===== src/rtl/egg_timer_countdown.sv =====
// MM:SS BCD countdown egg timer with LOAD/COUNT/DONE control and a buzzer drive.
// The alarm tone sounds for the first 30 seconds of DONE.
module egg_timer_countdown (
    input  logic       pulse_500Hz,
    input  logic       reset,
    input  logic       pulse_1Hz,
    input  logic       enable_load,
    input  logic       enable_timer_countdown,
    input  logic [3:0] load_second_ones,
    input  logic [3:0] load_second_tens,
    input  logic [3:0] load_minute_ones,
    input  logic [3:0] load_minute_tens,
    output logic [3:0] second_ones,
    output logic [3:0] second_tens,
    output logic [3:0] minute_ones,
    output logic [3:0] minute_tens,
    output logic       cook_time,
    output logic       alarm_tone
);

    typedef enum logic [1:0] {LOAD = 2'd0, COUNT = 2'd1, DONE = 2'd2} state_t;

    localparam logic [4:0] ALARM_SECS = 5'd30;

    state_t     state_q, state_d;
    logic [3:0] sec_ones_q, sec_ones_d;
    logic [3:0] sec_tens_q, sec_tens_d;
    logic [3:0] min_ones_q, min_ones_d;
    logic [3:0] min_tens_q, min_tens_d;
    logic       cook_time_q, cook_time_d;
    logic       alarm_tone_q, alarm_tone_d;
    logic [4:0] alarm_cnt_q, alarm_cnt_d;
    logic       is_zero;

    function automatic logic [3:0] clamp_digit(input logic [3:0] d, input logic [3:0] max_v);
        return (d > max_v) ? max_v : d;
    endfunction

    assign is_zero = (sec_ones_q == 4'd0) && (sec_tens_q == 4'd0) &&
                     (min_ones_q == 4'd0) && (min_tens_q == 4'd0);

    always_comb begin
        state_d     = state_q;
        sec_ones_d  = sec_ones_q;
        sec_tens_d  = sec_tens_q;
        min_ones_d  = min_ones_q;
        min_tens_d  = min_tens_q;
        alarm_cnt_d = alarm_cnt_q;

        if (enable_load || state_q == LOAD) begin
            sec_ones_d = clamp_digit(load_second_ones, 4'd9);
            sec_tens_d = clamp_digit(load_second_tens, 4'd5);
            min_ones_d = clamp_digit(load_minute_ones, 4'd9);
            min_tens_d = clamp_digit(load_minute_tens, 4'd5);
            state_d    = (!enable_load && enable_timer_countdown) ? COUNT : LOAD;
        end else if (state_q == COUNT) begin
            if (is_zero) begin
                state_d = DONE;
            end else if (enable_timer_countdown && pulse_1Hz) begin
                // Borrow ripples only through digits that are already zero.
                if (sec_ones_q != 4'd0) begin
                    sec_ones_d = sec_ones_q - 4'd1;
                end else begin
                    sec_ones_d = 4'd9;
                    if (sec_tens_q != 4'd0) begin
                        sec_tens_d = sec_tens_q - 4'd1;
                    end else begin
                        sec_tens_d = 4'd5;
                        if (min_ones_q != 4'd0) begin
                            min_ones_d = min_ones_q - 4'd1;
                        end else begin
                            min_ones_d = 4'd9;
                            min_tens_d = min_tens_q - 4'd1;
                        end
                    end
                end
                if (sec_ones_d == 4'd0 && sec_tens_d == 4'd0 &&
                    min_ones_d == 4'd0 && min_tens_d == 4'd0) begin
                    state_d = DONE;
                end
            end
        end else begin
            sec_ones_d = 4'd0;
            sec_tens_d = 4'd0;
            min_ones_d = 4'd0;
            min_tens_d = 4'd0;
            if (pulse_1Hz && alarm_cnt_q < ALARM_SECS) begin
                alarm_cnt_d = alarm_cnt_q + 5'd1;
            end
        end

        if (state_d == DONE && state_q != DONE) begin
            alarm_cnt_d = 5'd0;
        end

        cook_time_d  = (state_d == DONE);
        alarm_tone_d = (state_d == DONE && alarm_cnt_d < ALARM_SECS) ? ~alarm_tone_q : 1'b0;
    end

    always_ff @(posedge pulse_500Hz) begin
        if (reset) begin
            state_q      <= LOAD;
            sec_ones_q   <= 4'd0;
            sec_tens_q   <= 4'd0;
            min_ones_q   <= 4'd0;
            min_tens_q   <= 4'd0;
            cook_time_q  <= 1'b0;
            alarm_tone_q <= 1'b0;
            alarm_cnt_q  <= 5'd0;
        end else begin
            state_q      <= state_d;
            sec_ones_q   <= sec_ones_d;
            sec_tens_q   <= sec_tens_d;
            min_ones_q   <= min_ones_d;
            min_tens_q   <= min_tens_d;
            cook_time_q  <= cook_time_d;
            alarm_tone_q <= alarm_tone_d;
            alarm_cnt_q  <= alarm_cnt_d;
        end
    end

    assign second_ones = sec_ones_q;
    assign second_tens = sec_tens_q;
    assign minute_ones = min_ones_q;
    assign minute_tens = min_tens_q;
    assign cook_time   = cook_time_q;
    assign alarm_tone  = alarm_tone_q;

endmodule


===== config.mk =====
export PLATFORM = sky130hd
export DESIGN_NAME = egg_timer_countdown
export DESIGN_NICKNAME = d
export VERILOG_FILES = /design/src/rtl/egg_timer_countdown.sv
export SDC_FILE = /design/constraint.sdc
export NUM_CORES = 1
export LEC_CHECK = 0
export ABC_AREA = 1
export BUFFER_PORTS_ARGS = -buffer_cell sky130_fd_sc_hd__buf_2
export CAP_MARGIN = 20
export CORE_MARGIN = 8
export CORE_UTILIZATION = 40
export CTS_CLUSTER_SIZE = 20
export DETAILED_ROUTE_END_ITERATION = 16
export GPL_TIMING_DRIVEN = 1
export PLACE_DENSITY_LB_ADDON = 0.3
export SLEW_MARGIN = 20
export SYNTH_ARGS = -nofsm -noshare
export SYNTH_HDL_FRONTEND = slang
export SYNTH_SLANG_ARGS = --single-unit

===== constraint.sdc =====
create_clock -name pulse_500Hz -period 2.2 [get_ports pulse_500Hz]
set_input_delay 0.33 -clock pulse_500Hz [delete_from_list [all_inputs] [get_ports pulse_500Hz]]
set_output_delay 0.33 -clock pulse_500Hz [all_outputs]
set_load 0.01 [all_outputs]

## Word level (Yosys, flattened, before mapping)

Index checks and enable logic that the tools add are counted.
Widths: inputs -> output; s select.

| cells by class | value |
|---|---|
| bitwise operators | 2 |
| magnitude comparators | 6 |
| add/subtract/negate cells | 5 |
| mux-type cells | 55 |
| reduce and logical (&&, ||, !) cells | 27 |
| equality and inequality tests | 5 |

Operators by type and width:

| kind | number |
|---|---|
| $mux 4 | 45 |
| $logic_not 4->1 | 8 |
| $mux 5 | 4 |
| $sub 4x1->4 const B | 4 |
| $reduce_bool 4->1 | 3 |
| $logic_and 1x1->1 | 11 |
| $lt 5x5->1 const B | 2 |
| $mux 2 | 5 |
| $gt 4x3->1 const B | 2 |
| $gt 4x4->1 const B | 2 |
| $add 5x1->5 const B | 1 |
| $ne 3x2->1 const B | 1 |
| $ne 3x3->1 const B | 1 |
| $eq 2x1->1 const B | 1 |
| $eq 2x2->1 const B | 1 |
| $logic_not 2->1 | 1 |
| $ne 2x2->1 const B | 1 |
| $not 1->1 | 2 |
| $reduce_and 2->1 | 1 |
| $reduce_or 2->1 | 1 |
| $logic_not 1->1 | 1 |
| $logic_or 1x1->1 | 1 |
| $mux 1 | 1 |

| storage, ports and cells | value |
|---|---|
| register bits after elaboration | 25 |
| output and inout bits | 18 |
| bits of input ports | 21 |
| logic and storage cells | 108 |

## Depth between registers and ports, before layout

| depth | value |
|---|---|
| depth in word-level cells | 23 |
| depth in mapped cells | 15 |
| mapped depth without buffers | 15 |

## Worst setup path after synthesis

No wires, ideal clock.

| path | value |
|---|---|
| kind | reg2reg |
| from | reg sec_ones_q[0], in the netlist second_ones[0] |
| to | reg sec_ones_q[1], in the netlist second_ones[1] |
| path buffers | 1 |
| setup time | 0.120 ns |
| setup slack | 0.579 ns |
| period minus slack after synthesis | 1.621 ns |
| required time | 2.080 ns |
| cell stages (with the launch flop) | 10 |
| data arrival time | 1.501 ns |
| cell sequence | dfxtp_1 -> nor2_4 -> nand2_4 -> nor2_8 -> nand4_1 -> nand3_2 -> nand2_2 -> buf_2 -> o21ai_0 -> nor2_1 |

| between the ends | value |
|---|---|
| word-level cells in the longest chain between the ends | 10 |
| elaborated cells on any way between the ends | 17 |
| those cells by class | 1 x add/sub; 1 x eq/ne; 9 x mux; 6 x reduce/logical |

Ends and longest elaborated chain:

| element | line | source |
|---|---|---|
| start, declared | 26 | `logic [3:0] sec_ones_q, sec_ones_d;` |
| start signal, assigned | 112 | `sec_ones_q <= sec_ones_d;` |
| $sub 4x1->4 / $reduce_bool 4->1 (equally long branches) | 62, 61 |  |
| $mux 4 | 61 | `if (sec_ones_q != 4'd0) begin` |
| $mux 4 | 59 | `end else if (enable_timer_countdown && pulse_1Hz) begin` |
| $mux 4 | 57 | `if (is_zero) begin` |
| $mux 4 | 56 | `end else if (state_q == COUNT) begin` |
| $mux 4 | 50 | `if (enable_load \|\| state_q == LOAD) begin` |
| $mux 4 | 59 |  |
| $mux 4 | 57 |  |
| $mux 4 | 56 |  |
| $mux 4 | 50 |  |

Several ways; a longest one is shown, not always the timed one. The select of a mux whose other input is x is not followed.
A chain may end at the register's enable or synchronous reset.

## Final worst setup path

| path | value |
|---|---|
| from | reg sec_tens_q[0], in the netlist second_tens[0] |
| to | reg sec_ones_q[2], in the netlist second_ones[2] |

| between the ends | value |
|---|---|
| word-level cells in the longest chain between the ends | 6 |

Ends and longest elaborated chain:

| element | line | source |
|---|---|---|
| start, declared | 27 | `logic [3:0] sec_tens_q, sec_tens_d;` |
| start signal, assigned | 113 | `sec_tens_q <= sec_tens_d;` |
| $logic_not 4->1 | 39 | `assign is_zero = (sec_ones_q == 4'd0) && (sec_tens_q == 4'd0) &&` |
| $logic_and 1x1->1 (2 in series) | 39 |  |
| $logic_and 1x1->1 | 40 | `(min_ones_q == 4'd0) && (min_tens_q == 4'd0);` |
| $ne 3x3->1 (no line) | n/a |  |
| $reduce_and 2->1 (no line) | n/a |  |

No other way between the ends.

==> out/metrics.cfg <==
[timing]
finClkSkew_ns = 0.009981
relSlewSlack = 0.3120
hold_viol = 0
fin_crit_ns = 1.946
post-route-period-util = 0.8845
fmax_ghz = 0.5139
setup_violations = 0
tightest_slew_ns = 1.028
rsz0062_at_grt = false
fin_setup_tns_ns = 0
drv_slew = 0
holdWs_ns = 0.2673

[global_routing]
grt_pass1_wl_um = 7100
grt_overflow = 0
grt_max_degree = 25
antenna_found_initial = 0
track_usage = 0.1381
grt_pass1_vias = 1620

[drt]
drt_iter0_markers = 97
drt_drc_violations_left = 0
first_pass_iters = 4
ant_nets = 0
wl_um = 4152
avgRoutedWirePerCell_um = 12.58
vias = 1686
viasPerCell = 5.109

[pwr]
p_per_area_nw_per_um2 = 547.9
p_leak_uw = 0.0009200
peakVddDrop_mv = 0.2032
power_uw = 1038

[floorplanning]
rows = 23
die_h_um = 79.28
die_area_um2 = 6285
core_um2 = 3914
pin_count = 39
die_w_um = 79.28
initial_core_util = 0.4092

[cts]
cts_inserted_buffers = 3
cts_max_level = 1
clock_latency_ns = 0.28
cts_tree = yes
clk_pin_slew_ns = 0.10
clock_sinks = 25
cts_root_buf = clkbuf_8
postCtsSetupRepairBufs = 0
cts.path.max_buffers = 2
cts_hold_repair.buffers = 0

[logic_synthesis]
ys_types = 33
ys_ff_latch = 25
synth_area_per_cell_um2 = 6.618
synthCells = 242
seq_area_frac_synth = 0.3125
synth-warning-count = 0
syn_nets = 266
syn_area_um2 = 1602

[setup_path]
start_kind = register
cp_max_fo = 24
path_class = reg2reg
crit_path_end_kind = register
critPathArrivalTime_ns = 2.16
cp.required_ns = 2.42

[placement]
io_buffers = 38
dp_hpwl_um = 3243
postPlaceCellArea_um2 = 1843
place_congestion = 0.9066

[finish]
diodes = 0
postLayoutCellArea_um2 = 1894
fin_util = 0.4840
num-fill-cells = 453
final_cell_mix = nand2_1, buf_2, inv_1, nor2_1, dfxtp_1
drive_above_1_share = 0.2143
nets = 305
final_common_cell = nand2_1
syn_to_final_growth_pct = 18.28

[flow_run]
drv_cap = 0

[status]
status = finished, final reports clean

[hold_path]
min_path_type = in2reg

-- kinds of logic (layout without fill, tap and decap cells) --
logic type | after synthesis | count (layout) | synth area share
compound gates | 51 | 51 | 0.1867
xor+xnor | 6 | 6 | 0.03281
fa+ha+maj | 3 | 3 | 0.02344
buf+inv | 39 | 77 | 0.09375
flops | 25 | 25 | 0.3125
simple gates | 118 | 118 | 0.3508
-- where the power goes --
part	switching (µW)	internal, µW
Sequential	26.5	473
Combinational	157	97.2
Clock	157	127
Total	340	698
-- cell type report --
class,count,area (µm²),area share
tap,50,62.56,0.03303
sequential,25,500.5,0.2642
clock inverter,1,5.005,0.002642
inverter,33,123.9,0.06539
multi-input combinational,178,955.9,0.5046
timing repair buffer,40,205.2,0.1083
clock buffer,3,41.29,0.02180
-- metal layers --
layer | up-vias | track usage | wire length (µm)
met5 | - | 0 | 0
met4 | 0 | 0.05926 | 50
met3 | 4 | 0.03725 | 229
met2 | 35 | 0.2260 | 1940
met1 | 763 | 0.1656 | 1931
li1 | 884 | - | -
-- worst paths after layout --
path / cells past startpoint / slack [ns] / startpoint / to
worst max-delay path: 9 / 0.25 / second_tens[0]$_SDFFE_PP0P_ / second_ones[2]$_SDFFE_PP0P_
worst min register to register: 3 / 0.52 / alarm_tone$_SDFF_PP0_ / alarm_tone$_SDFF_PP0_
worst min-delay path: 2 / 0.27 / reset / state_q[0]$_SDFF_PP0_
worst max register to register: 9 / 0.25 / second_tens[0]$_SDFFE_PP0P_ / second_ones[2]$_SDFFE_PP0P_
-- critical path, stage by stage (launching register included) --
cell and delay (ns):
dfxtp_1 0.36, nor2_2 0.22, nand2_2 0.15, nor2_8 0.16, nand4_1 0.19, nand3_2 0.20
nand2_4 0.18, inv_1 0.19, o21ai_0 0.10, a21oi_1 0.13
-- repair_timing --
item	CTS	global route
endpoints found under the setup margin	0	7
endpoints found under the hold margin	0	0
resized for setup	0	1
-- Yosys cell counts, drive strengths merged --
cell type / count / area, µm²
nand2: 49 / 203.9
nor2: 38 / 176.4
inv: 33 / 123.9
dfxtp: 25 / 500.5
o21ai: 21 / 105.1
nand3: 17 / 95.09
a21oi: 14 / 70.07
nand4: 6 / 37.54
xor2: 5 / 43.79
a31oi: 4 / 25.02
nor3: 4 / 20.02
buf: 3 / 15.01
clkbuf: 3 / 11.26
ha: 3 / 37.54
nand3b: 3 / 22.52
o211ai: 3 / 22.52
a22oi: 2 / 15.01
a41oi: 2 / 17.52
a211o: 1 / 8.760
a311oi: 1 / 8.760
a31o: 1 / 8.760
a32oi: 1 / 8.760
and2: 1 / 6.260
o2111ai: 1 / 8.760
xnor2: 1 / 8.760
-- metrics by stage --
stage | worst slack, ns | instances
2_1_floorplan | 0.5790 | 242
3_3_place_gp | 0.1571 | 326
3_5_place_dp | 0.1488 | 326
4_1_cts | 0.1314 | 330
5_1_grt | 0.04421 | 330
6_report | 0.2540 | 330
-- flip-flops by register name (all words and copies together), names as in the netlist --
name,count
alarm_cnt_q,5
minute_ones,4
minute_tens,4
second_ones,4
second_tens,4
state_q,2
alarm_tone,1
cook_time,1
No activity file was read; power rests on OpenSTA's default activity.
